$ cat src/rtl/bin_to_bcd_pkg.sv
// Shared definitions for the sequential binary-to-BCD converter.
// State encodings, default sizing and the decimal full-scale helper.
package bin_to_bcd_pkg;

    localparam logic [1:0] IDLE   = 2'd0;
    localparam logic [1:0] SHIFT  = 2'd1;
    localparam logic [1:0] FINISH = 2'd2;

    localparam int DEF_BIN_W = 14;
    localparam int DEF_N_DIG = 4;
    localparam int ITER_W    = $clog2(DEF_BIN_W);

    // Largest value representable in n_dig decimal digits (10**n_dig - 1).
    function automatic int unsigned max_val(input int unsigned n_dig);
        int unsigned r;
        r = 1;
        for (int unsigned i = 0; i < n_dig; i++) begin
            r = r * 10;
        end
        return r - 1;
    endfunction

endpackage

$ cat src/rtl/bcd_add3.sv
// Double-dabble digit correction: a BCD digit of 5 or more gets 3 added
// so the following left shift carries correctly into the next digit.
module bcd_add3 (
    input  logic [3:0] d,
    output logic [3:0] q
);

    always_comb begin
        q = (d >= 4'd5) ? d + 4'd3 : d;
    end

endmodule

$ cat src/rtl/bin_to_bcd_seq.sv
// Iterative shift/add-3 binary-to-BCD converter with a start/busy/done handshake.
// Optional macro BIN_TO_BCD_CLAMP_EN: out-of-range inputs display all nines.
//
// state  | meaning
// IDLE   | waiting for Start, result registers hold the last conversion
// SHIFT  | one add-3 + shift per cycle, BIN_W cycles
// FINISH | publish result and Ovf; a new Start is already accepted here
module bin_to_bcd_seq
    import bin_to_bcd_pkg::*;
#(
    parameter int BIN_W = DEF_BIN_W,
    parameter int N_DIG = DEF_N_DIG
) (
    input  logic                 CLK100MHz,
    input  logic                 RST,
    input  logic                 Start,
    input  logic [BIN_W-1:0]     Bin,
    output logic                 Busy,
    output logic                 Done,
    output logic                 Ovf,
    output logic [4*N_DIG-1:0]   BCD
);

    localparam int          ACC_W   = 4 * N_DIG;
    localparam int unsigned MAX_VAL = max_val(N_DIG);

    logic [1:0]        state;
    logic [1:0]        state_nxt;
    logic [ITER_W-1:0] iter;
    logic [BIN_W-1:0]  shreg;
    logic [ACC_W-1:0]  acc;
    logic [ACC_W-1:0]  acc_adj;
    logic [ACC_W-1:0]  acc_shf;
    logic [ACC_W-1:0]  result;
    logic              unused_msb;
    logic              ovf_flag;
    logic              done_r;
    logic              accept;
    logic              bin_ovf;

    for (genvar g = 0; g < N_DIG; g++) begin : g_add3
        bcd_add3 u_add3 (
            .d (acc[4*g +: 4]),
            .q (acc_adj[4*g +: 4])
        );
    end

    // The top digit's carry-out is dropped, which yields Bin mod 10**N_DIG.
    always_comb begin
        unused_msb = 1'b0;
        acc_shf    = '0;
        {unused_msb, acc_shf} = {acc_adj, shreg[BIN_W-1]};
    end

    assign bin_ovf = (32'(Bin) > MAX_VAL);

`ifdef BIN_TO_BCD_CLAMP_EN
    assign result = ovf_flag ? {N_DIG{4'h9}} : acc;
`else
    assign result = acc;
`endif

    always_ff @(posedge CLK100MHz) begin
        if (RST) begin
            state <= IDLE;
        end else begin
            state <= state_nxt;
        end
    end

    always_comb begin
        state_nxt = state;
        case (state)
            IDLE:    if (Start) state_nxt = SHIFT;
            SHIFT:   if (iter == '0) state_nxt = FINISH;
            FINISH:  state_nxt = Start ? SHIFT : IDLE;
            default: state_nxt = IDLE;
        endcase
    end

    always_comb begin
        Busy   = (state == SHIFT);
        Done   = done_r;
        accept = (state != SHIFT) && Start;
    end

    always_ff @(posedge CLK100MHz) begin
        if (RST) begin
            iter     <= '0;
            shreg    <= '0;
            acc      <= '0;
            ovf_flag <= 1'b0;
            done_r   <= 1'b0;
            Ovf      <= 1'b0;
            BCD      <= '0;
        end else begin
            done_r <= (state == FINISH);
            if (state == FINISH) begin
                BCD <= result;
                Ovf <= ovf_flag;
            end
            if (accept) begin
                shreg    <= Bin;
                acc      <= '0;
                iter     <= ITER_W'(BIN_W - 1);
                ovf_flag <= bin_ovf;
            end else if (state == SHIFT) begin
                acc   <= acc_shf;
                shreg <= {shreg[BIN_W-2:0], 1'b0};
                iter  <= iter - 1'b1;
            end
        end
    end

endmodule
$ cat config.mk
export PLATFORM = sky130hd
export DESIGN_NAME = bin_to_bcd_seq
export DESIGN_NICKNAME = d
export VERILOG_FILES = /design/src/rtl/bin_to_bcd_pkg.sv /design/src/rtl/bcd_add3.sv /design/src/rtl/bin_to_bcd_seq.sv
export SDC_FILE = /design/constraint.sdc
export NUM_CORES = 1
export LEC_CHECK = 0
export CAP_MARGIN = 10
export CORE_ASPECT_RATIO = 0.75
export CORE_UTILIZATION = 51
export DETAILED_ROUTE_END_ITERATION = 8
export GPL_TIMING_DRIVEN = 0
export PLACE_DENSITY_LB_ADDON = 0.05
export SYNTH_ARGS = -nofsm -noshare
export SYNTH_HDL_FRONTEND = slang
export SYNTH_SLANG_ARGS = --single-unit
$ cat constraint.sdc
create_clock -name CLK100MHz -period 1.65 [get_ports CLK100MHz]
set_input_delay 0.165 -clock CLK100MHz [delete_from_list [all_inputs] [get_ports CLK100MHz]]
set_output_delay 0.165 -clock CLK100MHz [all_outputs]
set_load 0.005 [all_outputs]
==> results.md, run 1 <==
* Hold buffer count at CTS at 0
* Initial antenna violation count at 0
* Peak supply drop at 0.660 mV
* Iteration count of the initial detailed-routing pass at 4
* First-pass GRT wire length at 8.98 mm
* Initial DRC Count at 140
* Critical path depth at 3
* Crit path DAT at 1.42 ns
* Post-DP HPWL at 3.79 mm
* Yosys top cell area share at 45.2%
* All-Layer GR Usage at 24.3%
* WP data required at 1.48 ns
* Chip width at 81.8 um
* Register area share after synthesis at 45.2%
* Pre-CTS setup slack at -0.0873 ns
* Final hold violation count at 0
* Worst-Margin Slew at 0.613 ns
* Slowest-stage cell, CP: clkdlybuf4s50_1
* Crit-path cells: nand2b_4, clkinv_8, clkdlybuf4s50_1
* Hold_sp: Bin[13]
* Net Switching at 0.660 mW
* Synth area leader: dfxtp_1
* HP Class: in -> reg
* I/O Pins at 36
* Initial Util at 53.9%
* Worst hold margin at 0.445 ns
* # DRC at 0
* Most frequent cell after synthesis: dfxtp_1
* Max cap viols at 0
* Syn nets at 308
* Cell depth of the worst hold path at 3
* RePlAce Congestion at 0.822
* Leakage at 1.13 nW
* Clock root buffer: clkbuf_8
* Post-Synthesis Cells at 282
* ANT nets after route at 0
* IO buf count at 35
* Die Span Y at 61.8 um
* Pins Over Slew Limit at 0
* Synthesis-stage register bit count at 55
* Syn avg cell area at 8.63 um2
* Final Skew at 0.00686 ns
* Die Area at 5060 um2
* Clock sinks at 55
* Reg2reg start: acc[1]
* Worst-skew pair later-pin latency at 0.31 ns
* Fraction of layout cells with a size suffix above 1 at 7.41%
* Vias per cell at 5.42
* Crit path capture type: output port
* CP bufs+invs at 2
* Antenna Cells at 0
* R2r worst-path depth at 6
* NumNets Final at 349
* Reg power frac at 53.1%
* Synth top cells by count: dfxtp_1 (55), nand2_1 (43), a21oi_1 (32)
* Htree depth at 2
* Global route total overflow at 0
* Distinct cells, synth at 33
* CP startpoint: state[1]
* Top_reg_cell synth: dfxtp_1
* Crit path kind: reg -> out
* Final setup TNS at 0 ns
* Final worst slack at 0.0615 ns
* Setup violations, final at 0
* CP Launch Type: flip-flop
* Post-synth EDFFs at 0
* Core area at 4520 um2
* Power Dens Cells at 896 nW/um2
* Clock network power share at 35.2%
* Top post-synthesis cells by area: dfxtp_1 (45%), mux2i_1 (7.0%), nand2_1 (6.6%), a21oi_1 (6.6%), ha_1 (4.6%)
* Unrepaired setup endpoints after global routing: false
* Syn Std Cell Area at 2430 um2
* Clock tree buffer depth at 2
* Largest net degree at the start of global routing at 17
* Status: complete, no violations
* DRT Wirelength at 5.46 mm
* Total CTS buffers at 5
* Resize count post-CTS at 2
* Ys Warns at 0
* Minimum clock period at 1.59 ns
* P_int at 2.01 mW
* Via count at 2064
* Logic gate share of total power at 11.7%
* Vias in the first global route at 1773
* Cell family with most CP delay: buffers and inverters
* FMAX at 0.630 GHz
* Worst slew margin at 59.1%
* Placement Rows at 21
* Post-CTS setup repair buffer count at 0
* Final Core Density at 65.9%
* Register clock-pin slew on the reported worst setup and hold paths at 0.10 ns
* CP Max Fanout at 16
* Switching fraction of total power at 24.7%
* Delay of the slowest critical-path stage at 0.50 ns
* Post-DR wirelength/cell at 14.3 um
* Period utilization at 96.3%
* Async set-reset flop share out of synthesis at 0%
* Area Overhead vs Synth at 22.4%
* CTS tree: done
==> cell families after synthesis <==
logic type	synth area share (%)
compound gates	17.4
buf+inv	5.91
fa+ha+maj	4.62
flops	45.2
simple gates	18.4
xor+xnor	1.44
mux	6.99
==> cell usage in the layout, fill, tap and decap left out, drive strengths merged, types with 2 or more instances in the layout <==
| cell type | instances |
|---|---|
| inv | 11 |
| clkbuf | 9 |
| dfxtp | 55 |
| nor3b | 3 |
| a22o | 4 |
| ha | 9 |
| clkinv | 2 |
| nor3 | 8 |
| clkdlybuf4s50 | 35 |
| a211oi | 14 |
| nand2 | 43 |
| nand3 | 7 |
| xnor2 | 4 |
| a21oi | 32 |
| nor2 | 26 |
| mux2i | 17 |
| a31oi | 2 |
| o21ai | 14 |
| nand2b | 8 |
| buf | 12 |
==> final cells by class <==
cell class	count	area, um2
Buffer	15	91.3
Clock buffer	6	82.6
Clock inverter	2	35.0
Fill cell	405	1540
Inverter	12	57.6
Multi-Input combinational cell	199	1190
Sequential cell	55	1100
Tap cell	57	71.3
Timing Repair Buffer	35	350
==> flip-flops by register name (all words and copies together), names as in the netlist <==
signal	flops
iter	4
state	2
Done	1
acc	16
BCD	16
ovf_flag	1
Ovf	1
shreg	14
==> path summary, 6_finish.rpt <==
kind | end | slack (ns)
hold / removal | shreg[13] | 0.44
setup reg to reg | acc[2] | 0.14
hold reg to reg | BCD[9] | 0.46
setup / recovery | Busy | 0.06
==> tightest hold or removal path: stages <==
cell             delay [ns]
clkdlybuf4s50_1        0.42
nand2_1                0.07
a211oi_1               0.05
==> per-stage QoR <==
stage	total power, mW	instance area, um2	instances
after floorplan	1.64	2430	282
after global placement	1.75	2860	374
after detailed placement	1.76	2860	374
after CTS	2.68	2970	381
after global routing	2.78	2980	381
final	2.67	2980	381
==> power by group through the flow <==
stage | sequential, mW | combinational, mW | clock [mW]
6_report | 1.42 | 0.313 | 0.939
5_1_grt | 1.43 | 0.347 | 1.01
4_1_cts | 1.42 | 0.310 | 0.951
3_5_place_dp | 1.45 | 0.310 | 0
3_3_place_gp | 1.45 | 0.304 | 0
2_1_floorplan | 1.44 | 0.205 | 0
==> per-layer routing <==
layer	part of all wire [%]	GRT usage, %
met3	4.3	4.96
met5	0	0
met1	54	37.4
met4	1.7	9.02
met2	40	32.7
Note: power is estimated with default switching activity, not from simulation.
==> run 2: changes to the inputs <==
PLACE_DENSITY = 0.74   (was not set)
PLACE_DENSITY_LB_ADDON = not set   (was 0.05)
==> results.md, run 2 (same netlist as run 1, synthesis figures left out) <==
* Vias in the first global route at 1869 (+5.4%)
* Period utilization at 95.6% (-0.68 points)
* Chip width at 81.8 um (unchanged)
* Final cell count without fillers at 381 (unchanged)
* Largest net degree at the start of global routing at 17 (unchanged)
* Crit-path cells: nand2b_4, clkinv_8, clkdlybuf4s50_1
* FMAX at 0.634 GHz (+0.71%)
* Die Span Y at 61.8 um (unchanged)
* Worst-Margin Slew at 0.509 ns (-0.105 ns)
* Initial antenna violation count at 0 (unchanged)
* Clock root buffer: clkbuf_8
* HP Class: reg -> reg
* Leakage at 1.11 nW (-1.7%)
* Slowest-stage cell, CP: clkdlybuf4s50_1
* Area Overhead vs Synth at 20.9%
* Pre-CTS setup slack at -0.0179 ns (+0.0694 ns)
* Initial Util at 53.9% (unchanged)
* Die Area at 5060 um2 (unchanged)
* Regs by FF count: BCD: 16 flops, acc: 16 flops, shreg: 14 flops
* Htree depth at 2 (unchanged)
* CP bufs+invs at 2 (unchanged)
* Switching fraction of total power at 25.9% (+1.2 points)
* Commonest non-fill, non-tap cell in the layout: dfxtp_1
* Logic gate share of total power at 12.6% (+0.9 points)
* Register clock-pin slew on the reported worst setup and hold paths at 0.10 ns (about the same)
* Status: complete, no violations
* Iteration count of the initial detailed-routing pass at 4 (unchanged)
* Worst slew margin at 66.1% (+7.0 points)
* Placement Rows at 21 (unchanged)
* Final Skew at 0.00541 ns (-0.00145 ns)
* Global route total overflow at 0 (unchanged)
* WP data required at 1.48 ns (about the same)
* DRT Wirelength at 5.16 mm (-5.5%)
* Worst-skew pair later-pin latency at 0.31 ns (about the same)
* Peak supply drop at 0.592 mV (-10%)
* NumNets Final at 349 (unchanged)
* Most frequent cells in the layout: dfxtp_1 (54), nand2_1 (43), clkdlybuf4s50_1 (35)
* Crit path DAT at 1.41 ns (about the same)
* Power Dens Cells at 834 nW/um2 (-7.0%)
* All-Layer GR Usage at 23.1% (-1.2 points)
* Placed Area at 2860 um2 (unchanged)
* Crit path kind: reg -> out
* Initial DRC Count at 102 (-27%)
* Fraction of layout cells with a size suffix above 1 at 6.79% (-0.62 points)
* RePlAce Congestion at 0.815 (-0.83%)
* Via count at 2052 (-0.58%)
* Post-DR wirelength/cell at 13.5 um (-5.5%)
* First-pass GRT wire length at 8.67 mm (-3.5%)
* ANT nets after route at 0 (unchanged)
* P_int at 1.82 mW (-9.6%)
* Clock network power share at 29.7% (-5.5 points)
* CP Launch Type: flip-flop
* Hold buffer count at CTS at 0 (unchanged)
* Pins Over Slew Limit at 0 (unchanged)
* # DRC at 0 (unchanged)
* Vias per cell at 5.39 (-0.58%)
* Final Instance Area at 2940 um2 (-1.2%)
* Cell family with most CP delay: buffers and inverters
* Reg power frac at 57.7% (+4.6 points)
* I/O Pins at 36 (unchanged)
* CTS tree: done
* Max cap viols at 0 (unchanged)
* Total CTS buffers at 5 (unchanged)
* Setup violations, final at 0 (unchanged)
* Delay of the slowest critical-path stage at 0.50 ns (about the same)
* Clock sinks at 55 (unchanged)
* Post-Place Cells at 374 (unchanged)
* Net Switching at 0.637 mW (-3.6%)
* CP Max Fanout at 16 (unchanged)
* IO buf count at 35 (unchanged)
* Final worst slack at 0.0727 ns (+0.0112 ns)
* Antenna Cells at 0 (unchanged)
* Crit path capture type: output port
* Unrepaired setup endpoints after global routing: false
* Flop-to-flop setup slack at 0.17 ns (+0.03 ns)
* Post-DP HPWL at 3.77 mm (-0.51%)
* Minimum clock period at 1.58 ns (-0.0112 ns)
* Clock tree buffer depth at 2 (unchanged)
* Final hold violation count at 0 (unchanged)
* Core area at 4520 um2 (unchanged)
[run 2: per-stage QoR]
step	TNS (ns)	util [%]	power [mW]	hold WS, ns
global placement	-0.0607	63.2	1.75	0.445
floorplan	0	-	1.64	0.313
finish	0	65.1	2.46	0.453
CTS	0	65.0	2.47	0.451
global route	0	65.1	2.58	0.466
detailed placement	-0.0286	63.2	1.75	0.448
[run 2: final cells by class]
cell class	count	area (um2)
Tap cell	57	71.3
Buffer	15	91.3
Sequential cell	55	1100
Fill cell	408	1580
Clock inverter	1	5.00
Timing Repair Buffer	35	350
Multi-Input combinational cell	199	1190
Inverter	12	57.6
Clock buffer	7	76.3
[run 2: tightest hold or removal path: cells and delay by family (launching register included)]
kind / cells / cell delay [ns]
flops: 1 / 0.32
simple gates: 1 / 0.05
compound gates: 1 / 0.05
[run 2: final timing paths]
path                            startpoint  cells past startpoint      to
worst max-delay path              state[1]                      3    Busy
worst min-delay path             shreg[13]                      2  acc[0]
worst max register to register      acc[1]                      6  acc[2]
worst min register to register   shreg[13]                      2  acc[0]
[run 2: per-layer routing]
metal | vias up | GRT usage (%) | part of all wire (%)
li1 | 1046 | - | -
met1 | 955 | 32.0 | 50
met2 | 46 | 36.1 | 43
met3 | 5 | 4.67 | 6.7
met4 | 0 | 8.27 | 0.99
met5 | - | 0 | 0
[run 2: timing repair]
action,in CTS,in global routing
buffers inserted,0,0
resized for setup,2,2
pin swaps,0,0
setup endpoints to repair,1,1
[run 2: power by group through the flow]
stage                     sequential, mW  clock (mW)  combinational, mW
after floorplan                     1.44           0              0.205
after global placement              1.44           0              0.304
after detailed placement            1.45           0              0.307
after CTS                           1.42       0.748              0.306
after global routing                1.43       0.808              0.342
final                               1.42       0.730              0.309
